File: src/rtl/rx_nibble_fifo.sv
// Serial-bit to nibble packer feeding a DEPTH-entry nibble FIFO.
// Define RX_NIBBLE_FIFO_SFD_EN to hold off packing until the 8'hA7 start delimiter is seen.
module rx_nibble_fifo #(
  parameter int DEPTH = 8
) (
  input  logic                     inClock,
  input  logic                     inReset,
  input  logic                     inWriteEnable,
  input  logic                     inData,
  input  logic                     inReadEnable,
  output logic [3:0]               outData,
  output logic                     outDone,
  output logic                     outFull,
  output logic                     outEmpty,
  output logic [$clog2(DEPTH):0]   outCount,
  output logic                     outWriteError,
  output logic                     outReadError
);

  localparam int AW = $clog2(DEPTH);
  localparam int CW = AW + 1;

  logic [AW-1:0] wr_ptr;
  logic [AW-1:0] rd_ptr;
  logic [CW-1:0] count;
  logic [1:0]    bit_cnt;
  logic [2:0]    partial;
  logic [3:0]    mem [DEPTH];

  logic          pack_en;
  logic          accept;
  logic          nibble_done;
  logic [3:0]    nibble;
  logic          pop;
  logic          push;

`ifdef RX_NIBBLE_FIFO_SFD_EN
  typedef enum logic {HUNT, PACK} state_t;

  state_t     state;
  state_t     state_nxt;
  logic [7:0] hunt;
  logic [7:0] hunt_shifted;

  assign hunt_shifted = {inData, hunt[7:1]};

  always_ff @(posedge inClock or negedge inReset) begin
    if (!inReset) state <= HUNT;
    else          state <= state_nxt;
  end

  always_ff @(posedge inClock or negedge inReset) begin
    if (!inReset)                             hunt <= 8'h00;
    else if (inWriteEnable && state == HUNT)  hunt <= hunt_shifted;
  end

  // NOTE: assign a default before the case so every path drives state_nxt; otherwise a latch is inferred.
  always_comb begin
    state_nxt = state;
    unique case (state)
      HUNT: if (inWriteEnable && hunt_shifted == 8'hA7) state_nxt = PACK;
      PACK: state_nxt = PACK;
    endcase
  end

  always_comb begin
    pack_en = (state == PACK);
  end
`else
  assign pack_en = 1'b1;
`endif

  assign accept      = inWriteEnable && pack_en;
  assign nibble_done = accept && (bit_cnt == 2'd3);
  assign nibble      = {inData, partial};

  assign outFull  = (count == CW'(DEPTH));
  assign outEmpty = (count == '0);
  assign outCount = count;

  // A full FIFO still takes a push when a pop frees a slot on the same edge.
  assign pop  = inReadEnable && !outEmpty;
  assign push = nibble_done && (!outFull || pop);

  // Earlier bits shift down so the first accepted bit ends up at bit 0.
  // NOTE: sequential state uses non-blocking assignments so all registers update from pre-edge values.
  always_ff @(posedge inClock or negedge inReset) begin
    if (!inReset) begin
      bit_cnt <= 2'd0;
      partial <= 3'd0;
    end else if (accept) begin
      bit_cnt <= bit_cnt + 2'd1;
      partial <= {inData, partial[2:1]};
    end
  end

  always_ff @(posedge inClock or negedge inReset) begin
    if (!inReset) begin
      wr_ptr <= '0;
      rd_ptr <= '0;
      count  <= '0;
    end else begin
      if (push) wr_ptr <= wr_ptr + AW'(1);
      if (pop)  rd_ptr <= rd_ptr + AW'(1);
      case ({push, pop})
        2'b10:   count <= count + CW'(1);
        2'b01:   count <= count - CW'(1);
        default: count <= count;
      endcase
    end
  end

  // NOTE: storage is not reset; entries are only observed after being written, and omitting reset keeps it RAM-mappable.
  always_ff @(posedge inClock) begin
    if (push) mem[wr_ptr] <= nibble;
  end

  always_ff @(posedge inClock or negedge inReset) begin
    if (!inReset) begin
      outData       <= 4'h0;
      outDone       <= 1'b0;
      outWriteError <= 1'b0;
      outReadError  <= 1'b0;
    end else begin
      if (pop) outData <= mem[rd_ptr];
      outDone       <= pop;
      outWriteError <= nibble_done && outFull && !pop;
      outReadError  <= inReadEnable && outEmpty;
    end
  end

endmodule

File: config.mk
export PLATFORM = sky130hd
export DESIGN_NAME = rx_nibble_fifo
export DESIGN_NICKNAME = d
export VERILOG_FILES = /design/src/rtl/rx_nibble_fifo.sv
export SDC_FILE = /design/constraint.sdc
export NUM_CORES = 1
export LEC_CHECK = 0
export CAP_MARGIN = 25
export CORE_ASPECT_RATIO = 0.5
export CORE_MARGIN = 2
export CORE_UTILIZATION = 25
export CTS_CLUSTER_DIAMETER = 100
export DETAILED_ROUTE_END_ITERATION = 6
export RECOVER_POWER = 100
export SLEW_MARGIN = 20
export SYNTH_ARGS = -nofsm -noshare
export SYNTH_HDL_FRONTEND = slang
export SYNTH_SLANG_ARGS = --single-unit
File: constraint.sdc
create_clock -name inClock -period 3.1 [get_ports inClock]
set_input_delay 0.31 -clock inClock [delete_from_list [all_inputs] [get_ports inClock]]
set_output_delay 0.31 -clock inClock [all_outputs]
set_load 0.01 [all_outputs]
==> impl_summary.txt <==
----------------------------------------------------
[Finish]
  Leading cell type in the layout, fill and taps excluded ... edfxtp_1
  Final design instance area without fill ... 2710 um^2
  Most frequent cells in the layout ... edfxtp_1, dfrtp_1, mux2i_1
  Count of fill cells added during filler insertion ... 875
  Count of antenna diodes in the layout ... 0
  Area of the multi-input gates ... 724 um^2
  Final layout net count ... 179
  Non-filler cells in the finished layout ... 286
  Fraction of final layout cells sized beyond drive strength 1 ... 11.2%
  Final Util ... 30.8%
  Register cell area after layout ... 1510 um^2
  Post-synthesis to final-layout area growth ... 18.0%

[Power]
  Final Total Pwr ... 2.33 mW
  Reported leakage power ... 1.02 nW
  Power density of the placed cells ... 861 nW/um^2
  Max rail drop VDD ... 0.379 mV

[Synthesis]
  Count of unique library cells instantiated by Yosys ... 32
  Number of synthesized register bits ... 54
  Seq/Total Area, Yosys ... 65.9%
  Average footprint of a synthesized cell ... 15.5 um^2
  Yosys synthesis warning count ... 0
  Number of standard cells after synthesis ... 148
  Summed instance area of the synthesized netlist ... 2290 um^2
  Synthesized net count ... 159

[Worst setup path]
  Worst setup path category ... reg -> reg
  Data required time at the worst endpoint ... 3.27 ns
  Critical Path Fanout Max ... 7
  Type of element capturing the critical path ... flop
  Arrival @ worst endpoint ... 2.83 ns
  Worst setup SP type ... flop

[Timing]
  RSZ-0062 raised after global routing ... no
  Layout Skew ... 0.00819 ns
  Final worst path period need ... 2.67 ns
  Worst slew slack as a fraction of its limit ... 17.5%
  Worst Hold Slack ... 0.265 ns
  Slew Limit Fails ... 0
  Maximum operating frequency ... 0.375 GHz
  Final worst-path setup slack ... 0.432 ns
  Crit share post-route ... 86.1%
  Least-Margin Pin Slew ... 1.24 ns
  Final number of setup-violating endpoints ... 0
  Fin Setup TNS ... 0 ns
  Hold violation total from the final report ... 0

[Routing]
  Final routed wirelength across all metal layers ... 3650 um
  Total DRC errors in the routed layout ... 0
  Per-cell routed wire length ... 12.8 um
  Post-detailed-route count of antenna-violating nets ... 0
  Routed via count ... 1,193
  Vias per Instance ... 4.17
  DR iter-0 viols ... 96
  Detailed-router iteration count before antenna repair ... 4

[Floorplan]
  DIE HEIGHT ... 71.7 um
  Placeable core region ... 8800 um^2
  Horiz. Die Dim ... 139 um
  Number of placement rows ... 24
  Starting utilization of the core area ... 26.1%
  Die area ... 10,000 um^2
  I/O pin count ... 18

[Placed design]
  GP Congestion ... 0.695
  Port Buf Inserts ... 17
  Number of placed cells counting well taps ... 278
  Detail Placement HPWL ... 2660 um
  Post-Place Worst Slack ... 0.450 ns
  Instance area at placement ... 2580 um^2

[GRT]
  Aggregate global-route resource usage ... 7.94%
  Global-route wire length before repair ... 6310 um
  Total gr overflow ... 0
  Vias in the first global route ... 1,170
  Antenna violations before repair ... 0
  Largest net degree at the start of global routing ... 23

[Run]
  Maximum capacitance violations ... 0

[Clock network]
  Number of levels in the clock H-tree ... 2
  Reg clk slew, reported paths ... 0.07 ns
  Latest clock arrival within the worst-skew pair ... 0.28 ns
  Hold-fix buffer count after cts ... 0
  Total CTS buffers ... 5
  PostCTS Resize Cnt ... 0
  CTS tree ... yes
  Clock root buffer ... clkbuf_16
  Sink count of the clock tree ... 54
  Post-CTS Setup Repair Bufs ... 0
  Buffer levels on the longest clock path ... 2

[Min path]
  Worst min-delay path class ... in -> async

[Outcome]
  Result of the run ... completed

----------------------------------------------------
==> per-layer routing <==
layer | wire, um | vias to the layer above | GRT usage [%]
met5 | 0 | - | 0
met4 | 27 | 0 | 2.69
met3 | 115 | 2 | 2.01
met2 | 1800 | 23 | 13.0
met1 | 1700 | 583 | 10.5
li1 | - | 585 | -
==> state kept, by name, indices dropped and copies added (netlist names) <==
signal / flops
wr_ptr: 3
outReadError: 1
bit_cnt: 2
outCount: 4
outData: 4
mem: 32
partial: 3
rd_ptr: 3
outDone: 1
outWriteError: 1
==> power breakdown <==
part	switching (mW)	internal, mW	leakage, nW
Sequential	0.211	0.920	0.554
Combinational	0.274	0.383	0.400
Clock	0.242	0.299	0.0679
Total	0.727	1.60	1.02
==> Yosys cell counts (all sizes together) <==
| cell | instances | area share, % |
|---|---|---|
| a21oi | 2 | 0.44 |
| or4b | 1 | 0.60 |
| mux4 | 4 | 3.9 |
| inv | 2 | 0.33 |
| nor4 | 2 | 0.55 |
| and2 | 1 | 0.27 |
| nand3 | 2 | 0.44 |
| o21ai | 7 | 1.5 |
| nand2b | 1 | 0.27 |
| xor2 | 5 | 1.9 |
| mux2i | 16 | 7.0 |
| and3b | 1 | 0.38 |
| dfrtp | 22 | 24 |
| nand3b | 2 | 0.65 |
| nor2 | 4 | 0.65 |
| or3b | 1 | 0.38 |
| edfxtp | 32 | 42 |
| nand2 | 12 | 2.3 |
| nor3b | 1 | 0.33 |
| xnor2 | 5 | 1.9 |
| nor3 | 5 | 1.1 |
| nor2b | 1 | 0.27 |
| mux2 | 6 | 3.1 |
| o21a | 1 | 0.65 |
| buf | 4 | 1.5 |
| clkbuf | 2 | 0.33 |
| ha | 6 | 3.3 |
==> critical path, stage by stage, from the launching register on <==
cell and delay, ns:
dfrtp_1 0.46, or4b_1 0.63, o21a_4 0.25, nand2_4 0.09, ha_1 0.26, xor2_1 0.11
ha_1 0.19, a21oi_1 0.18, xor2_1 0.18, nor2_1 0.07, xor2_1 0.14
==> final timing paths <==
kind / from / to / slack (ns) / depth (start not counted)
max in group asynchronous: inReset / partial[2] / 2.10 / 1
max: outCount[2] / outCount[2] / 0.43 / 10
min reg2reg: outData[3] / outData[3] / 0.47 / 2
min: inReset / outCount[3] / 0.26 / 1
max reg2reg: outCount[2] / outCount[2] / 0.43 / 10
min in group inClock: outData[3] / outData[3] / 0.47 / 2
==> cells by family after synthesis <==
group | after synthesis | synth area share [%]
buffers and inverters | 8 | 2.18
and+or+nand+nor | 34 | 8.18
adders and majority gates | 6 | 3.27
xor gates and xnor gates | 10 | 3.82
muxes | 26 | 14.0
AOI/OAI and AO/OA | 10 | 2.62
DFF | 54 | 65.9
==> cell type report <==
type	instances	area share (%)
clock buffer	5	4.62
multi-input combinational	86	26.8
timing repair buffer	19	6.33
inverter	2	0.277
clock inverter	3	0.740
sequential	54	55.8
tap	117	5.41
No activity file was read; power rests on OpenSTA's default activity.
